==> config.mk <==
export PLATFORM = sky130hd
export DESIGN_NAME = trap_ctrl
export DESIGN_NICKNAME = d
export VERILOG_FILES = /design/src/rtl/trap_pkg.sv /design/src/rtl/trap_ctrl.sv
export SDC_FILE = /design/constraint.sdc
export NUM_CORES = 1
export LEC_CHECK = 0
export CAP_MARGIN = 10
export CORE_AREA = 2 2 120 122
export CTS_BUF_LIST = sky130_fd_sc_hd__clkbuf_2
export DETAILED_ROUTE_END_ITERATION = 16
export DIE_AREA = 0 0 122 124
export PLACE_DENSITY_LB_ADDON = 0.25
export SKIP_LAST_GASP = 1
export SLEW_MARGIN = 10
export SYNTH_ARGS = -nofsm -noshare
export SYNTH_HDL_FRONTEND = slang
export SYNTH_SLANG_ARGS = --single-unit
export TNS_END_PERCENT = 5
==> constraint.sdc <==
create_clock -name clk -period 8.9 [get_ports clk]
set_clock_uncertainty 0.15 [all_clocks]
set_input_delay 1.78 -clock clk [delete_from_list [all_inputs] [get_ports clk]]
set_output_delay 1.78 -clock clk [all_outputs]
set_load 0.02 [all_outputs]
==> src/rtl/trap_pkg.sv <==
// Shared constants for the commit-stage trap controller: FSM encodings,
// exception codes, interrupt cause and privilege levels.
package trap_pkg;

    localparam logic [1:0] ST_IDLE  = 2'd0;
    localparam logic [1:0] ST_ISSUE = 2'd1;
    localparam logic [1:0] ST_DRAIN = 2'd2;

    localparam logic [3:0] EXC_INST_MISALIGN  = 4'd0;
    localparam logic [3:0] EXC_ILLEGAL        = 4'd2;
    localparam logic [3:0] EXC_BREAKPOINT     = 4'd3;
    localparam logic [3:0] EXC_LOAD_MISALIGN  = 4'd4;
    localparam logic [3:0] EXC_STORE_MISALIGN = 4'd6;
    localparam logic [3:0] EXC_ECALL_M        = 4'd11;

    localparam logic [31:0] IRQ_M_EXT_CAUSE = 32'h8000000B;

    localparam logic [1:0] PRIV_M = 2'b11;
    localparam logic [1:0] PRIV_U = 2'b00;

    localparam int unsigned MSTATUS_MIE     = 3;
    localparam int unsigned MSTATUS_MPP_LO  = 11;
    localparam int unsigned MSTATUS_MPP_HI  = 12;

endpackage

==> src/rtl/trap_ctrl.sv <==
// Commit-stage trap controller: classifies the WB instruction as retire, trap,
// MRET or external interrupt and drives CSR commit, flush and redirect.
module trap_ctrl
    import trap_pkg::*;
#(
    parameter int unsigned DATA_WIDTH = 32
) (
    input  logic                  clk,
    input  logic                  rst,
    input  logic                  commit_valid,
    input  logic [DATA_WIDTH-1:0] commit_pc,
    input  logic                  exc_valid,
    input  logic [3:0]            exc_code,
    input  logic [DATA_WIDTH-1:0] exc_tval,
    input  logic                  is_mret,
    input  logic                  irq_ext,
    input  logic                  mem_stall,
    input  logic [DATA_WIDTH-1:0] mstatus_in,
    input  logic [DATA_WIDTH-1:0] handler_addr,
    input  logic [DATA_WIDTH-1:0] mret_addr,
    output logic                  inst_commit,
    output logic                  exception_commit,
    output logic                  mret_commit,
    output logic [DATA_WIDTH-1:0] exception_pc,
    output logic [DATA_WIDTH-1:0] exception_cause,
    output logic [DATA_WIDTH-1:0] exception_tval,
    output logic                  flush,
    output logic                  redirect_valid,
    output logic [DATA_WIDTH-1:0] redirect_pc,
    output logic [1:0]            priv_level
);

    logic [1:0]            state_q, state_d;
    logic                  inst_commit_d, exception_commit_d, mret_commit_d;
    logic                  flush_d, redirect_valid_d;
    logic [DATA_WIDTH-1:0] exception_pc_d, exception_cause_d, exception_tval_d;
    logic [DATA_WIDTH-1:0] redirect_pc_d;
    logic [1:0]            priv_level_d;
    logic                  take_trap_c;
    logic                  mstatus_unused_c;

    // Only MIE and MPP are consumed from mstatus.
    assign mstatus_unused_c = ^mstatus_in;

    // Next-state and next-output selection; event priority lives in IDLE.
    always_comb begin
        state_d            = state_q;
        inst_commit_d      = 1'b0;
        exception_commit_d = 1'b0;
        mret_commit_d      = 1'b0;
        flush_d            = 1'b0;
        redirect_valid_d   = 1'b0;
        exception_pc_d     = exception_pc;
        exception_cause_d  = exception_cause;
        exception_tval_d   = exception_tval;
        redirect_pc_d      = redirect_pc;
        priv_level_d       = priv_level;
        take_trap_c        = 1'b0;

        case (state_q)
            ST_IDLE: begin
                if (commit_valid && !mem_stall) begin
                    if (exc_valid) begin
                        take_trap_c       = 1'b1;
                        exception_cause_d = DATA_WIDTH'(exc_code);
                        exception_tval_d  = exc_tval;
                    end else if (is_mret) begin
                        state_d          = ST_ISSUE;
                        mret_commit_d    = 1'b1;
                        inst_commit_d    = 1'b1;
                        flush_d          = 1'b1;
                        redirect_valid_d = 1'b1;
                        redirect_pc_d    = mret_addr;
                    end else if (irq_ext && mstatus_in[MSTATUS_MIE]) begin
                        take_trap_c       = 1'b1;
                        exception_cause_d = DATA_WIDTH'(IRQ_M_EXT_CAUSE);
                        exception_tval_d  = '0;
                    end else begin
                        inst_commit_d = 1'b1;
                    end
                end
                if (take_trap_c) begin
                    state_d            = ST_ISSUE;
                    exception_commit_d = 1'b1;
                    flush_d            = 1'b1;
                    redirect_valid_d   = 1'b1;
                    redirect_pc_d      = handler_addr;
                    exception_pc_d     = commit_pc;
                end
            end
            ST_ISSUE: begin
                state_d = ST_DRAIN;
                flush_d = 1'b1;
                // mret_commit is high exactly while an MRET sits in ISSUE.
                priv_level_d = mret_commit ? mstatus_in[MSTATUS_MPP_HI:MSTATUS_MPP_LO] : PRIV_M;
            end
            ST_DRAIN: begin
                state_d = ST_IDLE;
            end
            default: begin
                state_d = ST_IDLE;
            end
        endcase
    end

    // State and registered outputs.
    always_ff @(posedge clk or posedge rst) begin
        if (rst) begin
            state_q          <= ST_IDLE;
            inst_commit      <= 1'b0;
            exception_commit <= 1'b0;
            mret_commit      <= 1'b0;
            flush            <= 1'b0;
            redirect_valid   <= 1'b0;
            exception_pc     <= '0;
            exception_cause  <= '0;
            exception_tval   <= '0;
            redirect_pc      <= '0;
            priv_level       <= PRIV_M;
        end else begin
            state_q          <= state_d;
            inst_commit      <= inst_commit_d;
            exception_commit <= exception_commit_d;
            mret_commit      <= mret_commit_d;
            flush            <= flush_d;
            redirect_valid   <= redirect_valid_d;
            exception_pc     <= exception_pc_d;
            exception_cause  <= exception_cause_d;
            exception_tval   <= exception_tval_d;
            redirect_pc      <= redirect_pc_d;
            priv_level       <= priv_level_d;
        end
    end

endmodule

==> flow_metrics.env, run 1 <==
export IMPL_outcome="complete, no violations"
export IMPL_ctsHtreeMaxLevel=3
export IMPL_internal_power_uw=999.3
export IMPL_hold_viol=0
export IMPL_tightest_slew_ps=1197
export IMPL_yosysWarningCount=0
export IMPL_min_period_ps=4374
export IMPL_dp_hpwl_microns=10340
export IMPL_fin_cells=819
export IMPL_synth_top_family_by_area="compound AO/OA/AOI/OAI gates"
export IMPL_place_congestion=0.7546
export IMPL_fmax_mhz=228.6
export IMPL_switching_power_uw=530.1
export IMPL_critPathMaxFanout=39
export IMPL_synth_area_sq_um=4927
export IMPL_grt_ovfl_total=0
export IMPL_synthAdderAreaFrac_pct=0
export IMPL_multiInputGateArea_sq_um=1828
export IMPL_die_w_microns=122
export IMPL_maxCapViolCount=0
export IMPL_arrival_ps=4700
export IMPL_first_iter_violations=317
export IMPL_drive_above_1_share_pct=9.546
export IMPL_cpMaxStageDelayCell="a211o_1"
export IMPL_drt_wirelength_per_cell_microns=18.13
export IMPL_grt_pass1_wl_microns=22130
export IMPL_fillerInstances=1227
export IMPL_dpl_cell_count=803
export IMPL_clkSinkCount=110
export IMPL_crit_path_start_kind="input pin"
export IMPL_seq_area_sq_um=2755
export IMPL_vias=4299
export IMPL_cp_endpoint="redirect_pc[25]"
export IMPL_ys_ff_latch=110
export IMPL_r2r_end="redirect_pc[25]"
export IMPL_clk_pin_slew_ps=320
export IMPL_cts_setup_buffers=0
export IMPL_cp_required_ps=9220
export IMPL_num_antenna_cells=0
export IMPL_crit_family="buffers and inverters"
export IMPL_coreArea_sq_um=13720
export IMPL_avgSynthCellArea_sq_um=11.90
export IMPL_die_y_microns=124
export IMPL_period_share_pct=49.14
export IMPL_slew_headroom_pct=20.21
export IMPL_cts_made_buffers=9
export IMPL_min_from="priv_level[0]"
export IMPL_netlist_instances=414
export IMPL_ant_nets=0
export IMPL_rr_startpoint="state_q[1]"
export IMPL_rsz0062_at_grt="false"
export IMPL_synth_compound_area_share_pct=25.29
export IMPL_setup_viol_count_final=0
export IMPL_antenna_found_initial=0
export IMPL_synthMuxAreaShare_pct=7.313
export IMPL_reg2reg_depth=4
export IMPL_cts_tree="built"
export IMPL_cp_num_buf_inv=3
export IMPL_row_count=43
export IMPL_clock_latency_ps=570
export IMPL_finalWirelength_microns=14850
export IMPL_ios=306
export IMPL_reg2reg_slack_ps=6280
export IMPL_p_leak_nw=3.013
export IMPL_clockBufferDepth=2
export IMPL_seq_area_frac_synth_pct=55.92
export IMPL_peakVddDrop_v=0.00006386
export IMPL_crit_top_cell="buf_4"
export IMPL_fin_nets=805
export IMPL_area_growth_pct=52.89
export IMPL_power_frac_seq_pct=43.6
export IMPL_viasPerCell=5.249
export IMPL_drc=0
export IMPL_ys_types=30
export IMPL_grt_max_degree=71
export IMPL_hold_buffers=0
export IMPL_max_stage_delay_ps=970
export IMPL_grt_usage_pct=18.68
export IMPL_dieArea_sq_um=15130
export IMPL_maxSlewViolCount=0
export IMPL_critPathCaptureType="register"
export IMPL_critPathLaunch="exc_valid"
export IMPL_path_cells="clkdlybuf4s50_1, buf_4, a211o_1, and3_1, buf_4, a31oi_1"
export IMPL_synth_xor_area_share_pct=0
export IMPL_hold_path_class="register to register"
export IMPL_pwr_share_clk_pct=15.8
export IMPL_critPathKind="input pin to register"
export IMPL_power_density_nw_per_um2=203.0
export IMPL_p_comb_share_pct=40.6
export IMPL_initial_core_util_pct=35.91
export IMPL_drt_pass1_iter_count=4
export IMPL_grt_pass1_vias=4156
export IMPL_crit_cells=6
export IMPL_synth_simple_area_share_pct=2.133
export IMPL_switching_share_pct=34.66
export IMPL_cts_repair_resized=0
export IMPL_port_buffers=249
export IMPL_clockRootBuffer="clkbuf_2"
export IMPL_setup_tns_final_ps=0
layout by cell type (no fill, tap or decap), types with 6 or more instances in the layout:
cell type,n
buf_4,10
dfrtp_1,108
a31oi_1,64
o211ai_1,64
a22o_1,33
mux2_2,30
inv_1,6
clkdlybuf4s50_1,249
conb_1,27
clkbuf_2,9
through the flow:
| stage | power [mW] | instance area (sq um) | util (%) | setup slack (ps) | hold WS, ps |
|---|---|---|---|---|---|
| after global routing | 1.613 | 7533 | 54.91 | 4392 | 393.6 |
| after floorplan | 0.9769 | 5025 | - | 4071 | 267.4 |
| final | 1.529 | 7533 | 54.91 | 4526 | 353.5 |
| after CTS | 1.548 | 7533 | 54.91 | 4606 | 356.2 |
| after detailed placement | 1.302 | 7405 | 53.97 | 3934 | 327.5 |
| after global placement | 1.292 | 7405 | 53.97 | 3947 | 325.5 |
state kept, by name (all words and copies together), names as in the netlist:
name	count
exception_cause	5
mret_commit	1
state_q	2
exception_pc	32
redirect_valid	1
exception_commit	1
flush	1
exception_tval	32
redirect_pc	32
inst_commit	1
priv_level	2
cell usage after synthesis, drive strengths merged:
cell type	number	area, sq um
inv	7	26.28
buf	47	321.6
nand3	1	5.000
nand3b	1	7.510
nand2	3	11.26
a22o	33	289.0
and3	3	18.77
a211o	1	8.760
mux2	32	360.3
a2bb2oi	3	26.28
clkbuf	29	108.9
nor3	1	5.000
dfrtp	108	2703
conb	1	3.750
nor3b	1	7.510
o211ai	65	501.7
a31oi	64	400.4
nor2	2	7.510
o21ai	2	10.01
nor2b	3	18.77
dfstp	2	52.55
nand4b	1	8.760
nand2b	1	6.260
and3b	1	8.760
a21oi	2	10.01
cell type report:
class	count	share of cell area (%)
Clock buffer	9	0.5979
Clock inverter	7	1.113
Inverter	7	0.3820
Multi-Input combinational cell	247	24.27
Sequential cell	110	36.57
Tap cell	180	2.990
Timing Repair Buffer	259	34.08
per-layer routing:
metal | share of wire [%] | track usage, %
met5 | 0 | 0
met2 | 48 | 32.16
met1 | 40 | 22.60
met3 | 10 | 5.357
met4 | 1.6 | 6.106
cell families after synthesis:
| logic type | after synthesis |
|---|---|
| compound gates | 170 |
| mux | 32 |
| simple gates | 18 |
| buf+inv | 83 |
| flops | 110 |
| other cells | 1 |
worst min-delay path by stage:
| stage | slack, ps | endpoint | cells past startpoint |
|---|---|---|---|
| after floorplan | 270 | flush | 1 |
| after global placement | 330 | priv_level[1] | 2 |
| after detailed placement | 330 | priv_level[0] | 2 |
| after CTS | 360 | priv_level[0] | 2 |
| after global routing | 390 | priv_level[1] | 2 |
| final | 350 | priv_level[0] | 2 |
power by group through the flow:
stage	logic [mW]	clock network (mW)	registers [mW]
floorplan	0.166	0	0.811
CTS	0.627	0.253	0.668
global route	0.658	0.273	0.682
detailed placement	0.625	0	0.677
global placement	0.620	0	0.672
finish	0.621	0.242	0.667
worst register-to-register path, cell delays in order (launching register included):
cell     delay, ps
dfrtp_1        500
nor2_4         750
and3_1         650
buf_4          350
a31oi_1        120
Note: power is estimated with default switching activity, not from simulation.
==> inputs of run 2 (changes only) <==
- CORE_AREA: 2 2 120 122 -> default
- CORE_UTILIZATION: default -> 34
- DIE_AREA: 0 0 122 124 -> default
- clock period: 8.9 -> 3.81 ns (I/O delays scaled with it)
==> flow_metrics.env, run 2 (synthesis gave the netlist of run 1 again) <==
export IMPL_power_frac_seq_pct=43.7
export IMPL_p_total_mw=3.569
export IMPL_maxCapViolCount=0
export IMPL_coreArea_sq_um=13990
export IMPL_place_congestion=0.7705
export IMPL_grt_pass1_wl_microns=21970
export IMPL_min_period_ps=2692
export IMPL_cts_made_buffers=9
export IMPL_fin_nets=808
export IMPL_postLayoutCoreUtil_pct=54.05
export IMPL_critPathCaptureType="output port"
export IMPL_crit_family="flip-flops"
export IMPL_ios=306
export IMPL_drc=0
export IMPL_clockRootBuffer="clkbuf_2"
export IMPL_power_density_nw_per_um2=472.1
export IMPL_vias=4327
export IMPL_internal_power_mw=2.337
export IMPL_rsz0062_at_grt="false"
export IMPL_critPathMaxFanout=2
export IMPL_p_comb_share_pct=40.6
export IMPL_finalWirelength_microns=14600
export IMPL_die_y_microns=122.4
export IMPL_period_share_pct=70.66
export IMPL_cts_repair_resized=0
export IMPL_row_count=43
export IMPL_max_stage_delay_ps=600
export IMPL_antenna_found_initial=0
export IMPL_drt_wirelength_per_cell_microns=17.76
export IMPL_grt_usage_pct=19.17
export IMPL_slew_headroom_pct=46.98
export IMPL_hold_path_class="register to register"
export IMPL_cpMaxStageDelayCell="dfstp_2"
export IMPL_setup_viol_count_final=0
export IMPL_clock_latency_ps=590
export IMPL_critPathKind="register to output port"
export IMPL_clk_pin_slew_ps=290
export IMPL_cp_required_ps=2900
export IMPL_switching_power_mw=1.232
export IMPL_clkSinkCount=110
export IMPL_drive_above_1_share_pct=10.12
export IMPL_cp_num_buf_inv=1
export IMPL_ant_nets=0
export IMPL_grt_ovfl_total=0
export IMPL_crit_path_start_kind="register"
export IMPL_grt_pass1_vias=4206
export IMPL_peakVddDrop_v=0.0001618
export IMPL_first_iter_violations=283
export IMPL_fmax_mhz=371.4
export IMPL_area_growth_pct=53.45
export IMPL_num_antenna_cells=0
export IMPL_clockBufferDepth=2
export IMPL_dieArea_sq_um=14980
export IMPL_ctsHtreeMaxLevel=3
export IMPL_layout_common_cells="249 x clkdlybuf4s50_1, 108 x dfrtp_1, 64 x o211ai_1, 64 x a31oi_1, 33 x a22o_1"
export IMPL_grt_max_degree=111
export IMPL_pwr_share_clk_pct=15.8
export IMPL_tightest_slew_ps=795.3
export IMPL_setup_tns_final_ps=0
export IMPL_maxSlewViolCount=0
export IMPL_hold_viol=0
export IMPL_switching_share_pct=34.53
export IMPL_drt_pass1_iter_count=4
export IMPL_path_cells="clkdlybuf4s50_1"
export IMPL_place_ws_ps=777.1
export IMPL_viasPerCell=5.264
export IMPL_outcome="complete, no violations"
export IMPL_layout_setup_ws_ps=1118
export IMPL_die_w_microns=122.4
export IMPL_arrival_ps=1780
export IMPL_p_leak_nw=3.024
export IMPL_port_buffers=249
export IMPL_final_common_cell="clkdlybuf4s50_1"
export IMPL_cts_setup_buffers=0
export IMPL_initial_core_util_pct=35.22
export IMPL_dp_hpwl_microns=10060
export IMPL_hold_buffers=0
export IMPL_cts_tree="built"
export IMPL_top_regs="exception_pc (32), exception_tval (32), redirect_pc (32)"
run 2: worst paths after layout:
check                         startpoint                 end  slack [ps]  cells after the start
max                        priv_level[1]       priv_level[1]        1120                      1
min reg2reg                priv_level[1]       priv_level[1]         360                      2
min                        priv_level[1]       priv_level[1]         360                      2
max in group asynchronous            rst     redirect_pc[28]        2610                      3
max reg2reg                   state_q[0]  exception_tval[15]        1780                      5
min in group asynchronous            rst  exception_cause[0]         460                      3
run 2: layout make-up:
class	instances	area [sq um]
clock buffer	10	50.05
inverter	7	30.03
timing repair buffer	262	2603
multi-input combinational	247	1828
fill	1219	6427
tap	180	225.2
clock inverter	6	70.07
sequential	110	2755
run 2: metrics by stage:
stage	hold slack (ps)	area, sq um	std cells
finish	356.7	7561	822
CTS	359.7	7561	822
global route	382.8	7561	822
detailed placement	329.6	7441	806
global placement	326.3	7441	806
floorplan	267.4	5029	440
run 2: routing by layer:
metal / global-route usage [%] / up-vias / wire, microns
met3: 5.809 / 24 / 1378
met5: 0 / - / 0
met1: 22.76 / 2089 / 5918
li1: - / 1978 / -
met2: 31.74 / 236 / 6952
met4: 8.841 / 0 / 349
run 2: worst min-delay path, cell delays in order, from the launching register on:
cell     delay, ps
dfstp_2        440
nand2_1         40
o21ai_0         70
run 2: power by group through the flow:
stage / clock network [mW] / logic, mW / registers, mW
floorplan: 0 / 0.387 / 1.89
global placement: 0 / 1.45 / 1.57
detailed placement: 0 / 1.46 / 1.58
CTS: 0.584 / 1.46 / 1.56
global route: 0.638 / 1.54 / 1.59
finish: 0.562 / 1.45 / 1.56
==> inputs of run 3 (changes only) <==
- clock period: 3.81 -> 2.3 ns (I/O delays scaled with it)
==> flow_metrics.env, run 3 (synthesis gave the netlist of run 1 again) <==
export IMPL_rsz0062_at_grt="true"
export IMPL_power_density_nw_per_um2=770.4
export IMPL_dp_hpwl_microns=10580
export IMPL_antenna_found_initial=0
export IMPL_cp_num_buf_inv=1
export IMPL_place_ws_ps=-74.18
export IMPL_top_regs="exception_pc (32), exception_tval (32), redirect_pc (32)"
export IMPL_clockRootBuffer="clkbuf_2"
export IMPL_drt_wirelength_per_cell_microns=17.86
export IMPL_grt_ovfl_total=0
export IMPL_layout_common_cells="241 x clkdlybuf4s50_1, 108 x dfrtp_1, 64 x o211ai_1, 64 x a31oi_1, 33 x a22o_1"
export IMPL_grt_max_degree=73
export IMPL_max_stage_delay_ps=640
export IMPL_grt_usage_pct=19.27
export IMPL_num_antenna_cells=0
export IMPL_outcome="complete, no violations"
export IMPL_crit_family="buffers and inverters"
export IMPL_cpMaxStageDelayCell="clkdlybuf4s50_1"
export IMPL_port_buffers=249
export IMPL_die_w_microns=122.4
export IMPL_postLayoutCellArea_sq_um=7739
export IMPL_postLayoutCoreUtil_pct=55.32
export IMPL_first_iter_violations=211
export IMPL_arrival_ps=1680
export IMPL_ctsHtreeMaxLevel=3
export IMPL_crit_cells=1
export IMPL_area_growth_pct=57.06
export IMPL_place_congestion=0.7770
export IMPL_pwr_share_clk_pct=16.1
export IMPL_clk_pin_slew_ps=310
export IMPL_reg2reg_slack_ps=460
export IMPL_fin_nets=818
export IMPL_rr_startpoint="state_q[0]"
export IMPL_crit_path_start_kind="register"
export IMPL_critPathCaptureType="output port"
export IMPL_cts_setup_buffers=0
export IMPL_cts_made_buffers=9
export IMPL_cts_tree="built"
export IMPL_cp_endpoint="redirect_pc[30]"
export IMPL_hold_path_class="input pin to asynchronous set/reset pin"
export IMPL_path_cells="clkdlybuf4s50_1"
export IMPL_reg2reg_depth=4
export IMPL_power_frac_seq_pct=43.3
export IMPL_p_total_mw=5.962
export IMPL_maxCapViolCount=0
export IMPL_ios=306
export IMPL_peakVddDrop_v=0.0003283
export IMPL_period_share_pct=99.59
export IMPL_drt_pass1_iter_count=4
export IMPL_fmax_mhz=436.6
export IMPL_critPathKind="register to output port"
export IMPL_place_area_sq_um=7604
export IMPL_finalWirelength_microns=14860
export IMPL_vias=4391
export IMPL_p_comb_share_pct=40.6
export IMPL_setup_tns_final_ps=0
export IMPL_maxSlewViolCount=0
export IMPL_viasPerCell=5.278
export IMPL_dpl_cell_count=816
export IMPL_fin_cells=832
export IMPL_die_y_microns=122.4
export IMPL_r2r_end="exception_pc[16]"
export IMPL_hold_slack_ps=85.26
export IMPL_initial_core_util_pct=35.22
export IMPL_clockBufferDepth=2
export IMPL_grt_pass1_vias=4225
export IMPL_clkSinkCount=110
export IMPL_layout_setup_ws_ps=9.345
export IMPL_ant_nets=0
export IMPL_dieArea_sq_um=14980
export IMPL_setup_viol_count_final=0
export IMPL_critPathMaxFanout=2
export IMPL_drc=0
export IMPL_clock_latency_ps=600
export IMPL_internal_power_mw=3.904
export IMPL_coreArea_sq_um=13990
export IMPL_switching_share_pct=34.51
export IMPL_critPathLaunch="redirect_pc[30]"
export IMPL_hold_viol=0
export IMPL_grt_pass1_wl_microns=22000
export IMPL_row_count=43
export IMPL_drive_above_1_share_pct=11.50
export IMPL_switching_power_mw=2.058
export IMPL_cp_required_ps=1690
export IMPL_min_period_ps=2291
export IMPL_p_leak_nw=3.175
export IMPL_final_common_cell="clkdlybuf4s50_1"
-- run 3: changes by cell type in the layout (fill, tap and decap cells not counted) --
cell	change
buf_12	+7
buf_4	+3
clkdlybuf4s50_1	-8
clkinv_2	-1
clkinvlp_4	-2
dlygate4sd2_1	+3
dlymetal6s2s_1	+5
inv_6	+3
-- run 3: what timing repair did --
item,CTS,global route
hold buffers,0,0
resized for setup,3,5
endpoints found under the setup margin,76,101
cloned,0,0
-- run 3: worst min-delay path by stage --
| stage | start | endpoint | slack, ps | cells past startpoint |
|---|---|---|---|---|
| CTS | rst | redirect_pc[28] | 60 | 3 |
| global placement | priv_level[0] | priv_level[0] | 320 | 2 |
| global route | rst | exception_cause[1] | 50 | 3 |
| detailed placement | priv_level[0] | priv_level[0] | 330 | 2 |
| finish | rst | exception_cause[1] | 90 | 3 |
| floorplan | state_q[1] | flush | 270 | 1 |
-- run 3: final cells by class --
class / count / area, sq um
inverters: 7 / 30.03
fillers: 1222 / 6250
multi-input cells: 247 / 1828
clock inverters: 6 / 76.32
well taps: 180 / 225.2
clock buffers: 10 / 50.05
repair buffers: 272 / 2774
flip-flops and latches: 110 / 2755
-- run 3: power by group through the flow --
stage	Sequential, mW	Combinational, mW	Clock, mW
6_report	2.58	2.42	0.957
5_1_grt	2.63	2.57	1.08
4_1_cts	2.59	2.45	1.00
3_5_place_dp	2.63	2.45	0
3_3_place_gp	2.61	2.42	0
2_1_floorplan	3.14	0.642	0
-- run 3: per-layer routing --
| metal | routed length [microns] | up-vias | GRT usage [%] |
|---|---|---|---|
| met3 | 1553 | 19 | 5.762 |
| met4 | 282 | 0 | 7.317 |
| met5 | 0 | - | 0 |
| met2 | 7168 | 228 | 33.01 |
| met1 | 5852 | 2151 | 22.60 |
| li1 | - | 1993 | - |
-- run 3: worst reg2reg max path, stage by stage, from the launching register on --
cell and delay, ps:
dfrtp_1 490, nor2_4 370, o211ai_4 160, buf_12 220, mux2_1 360
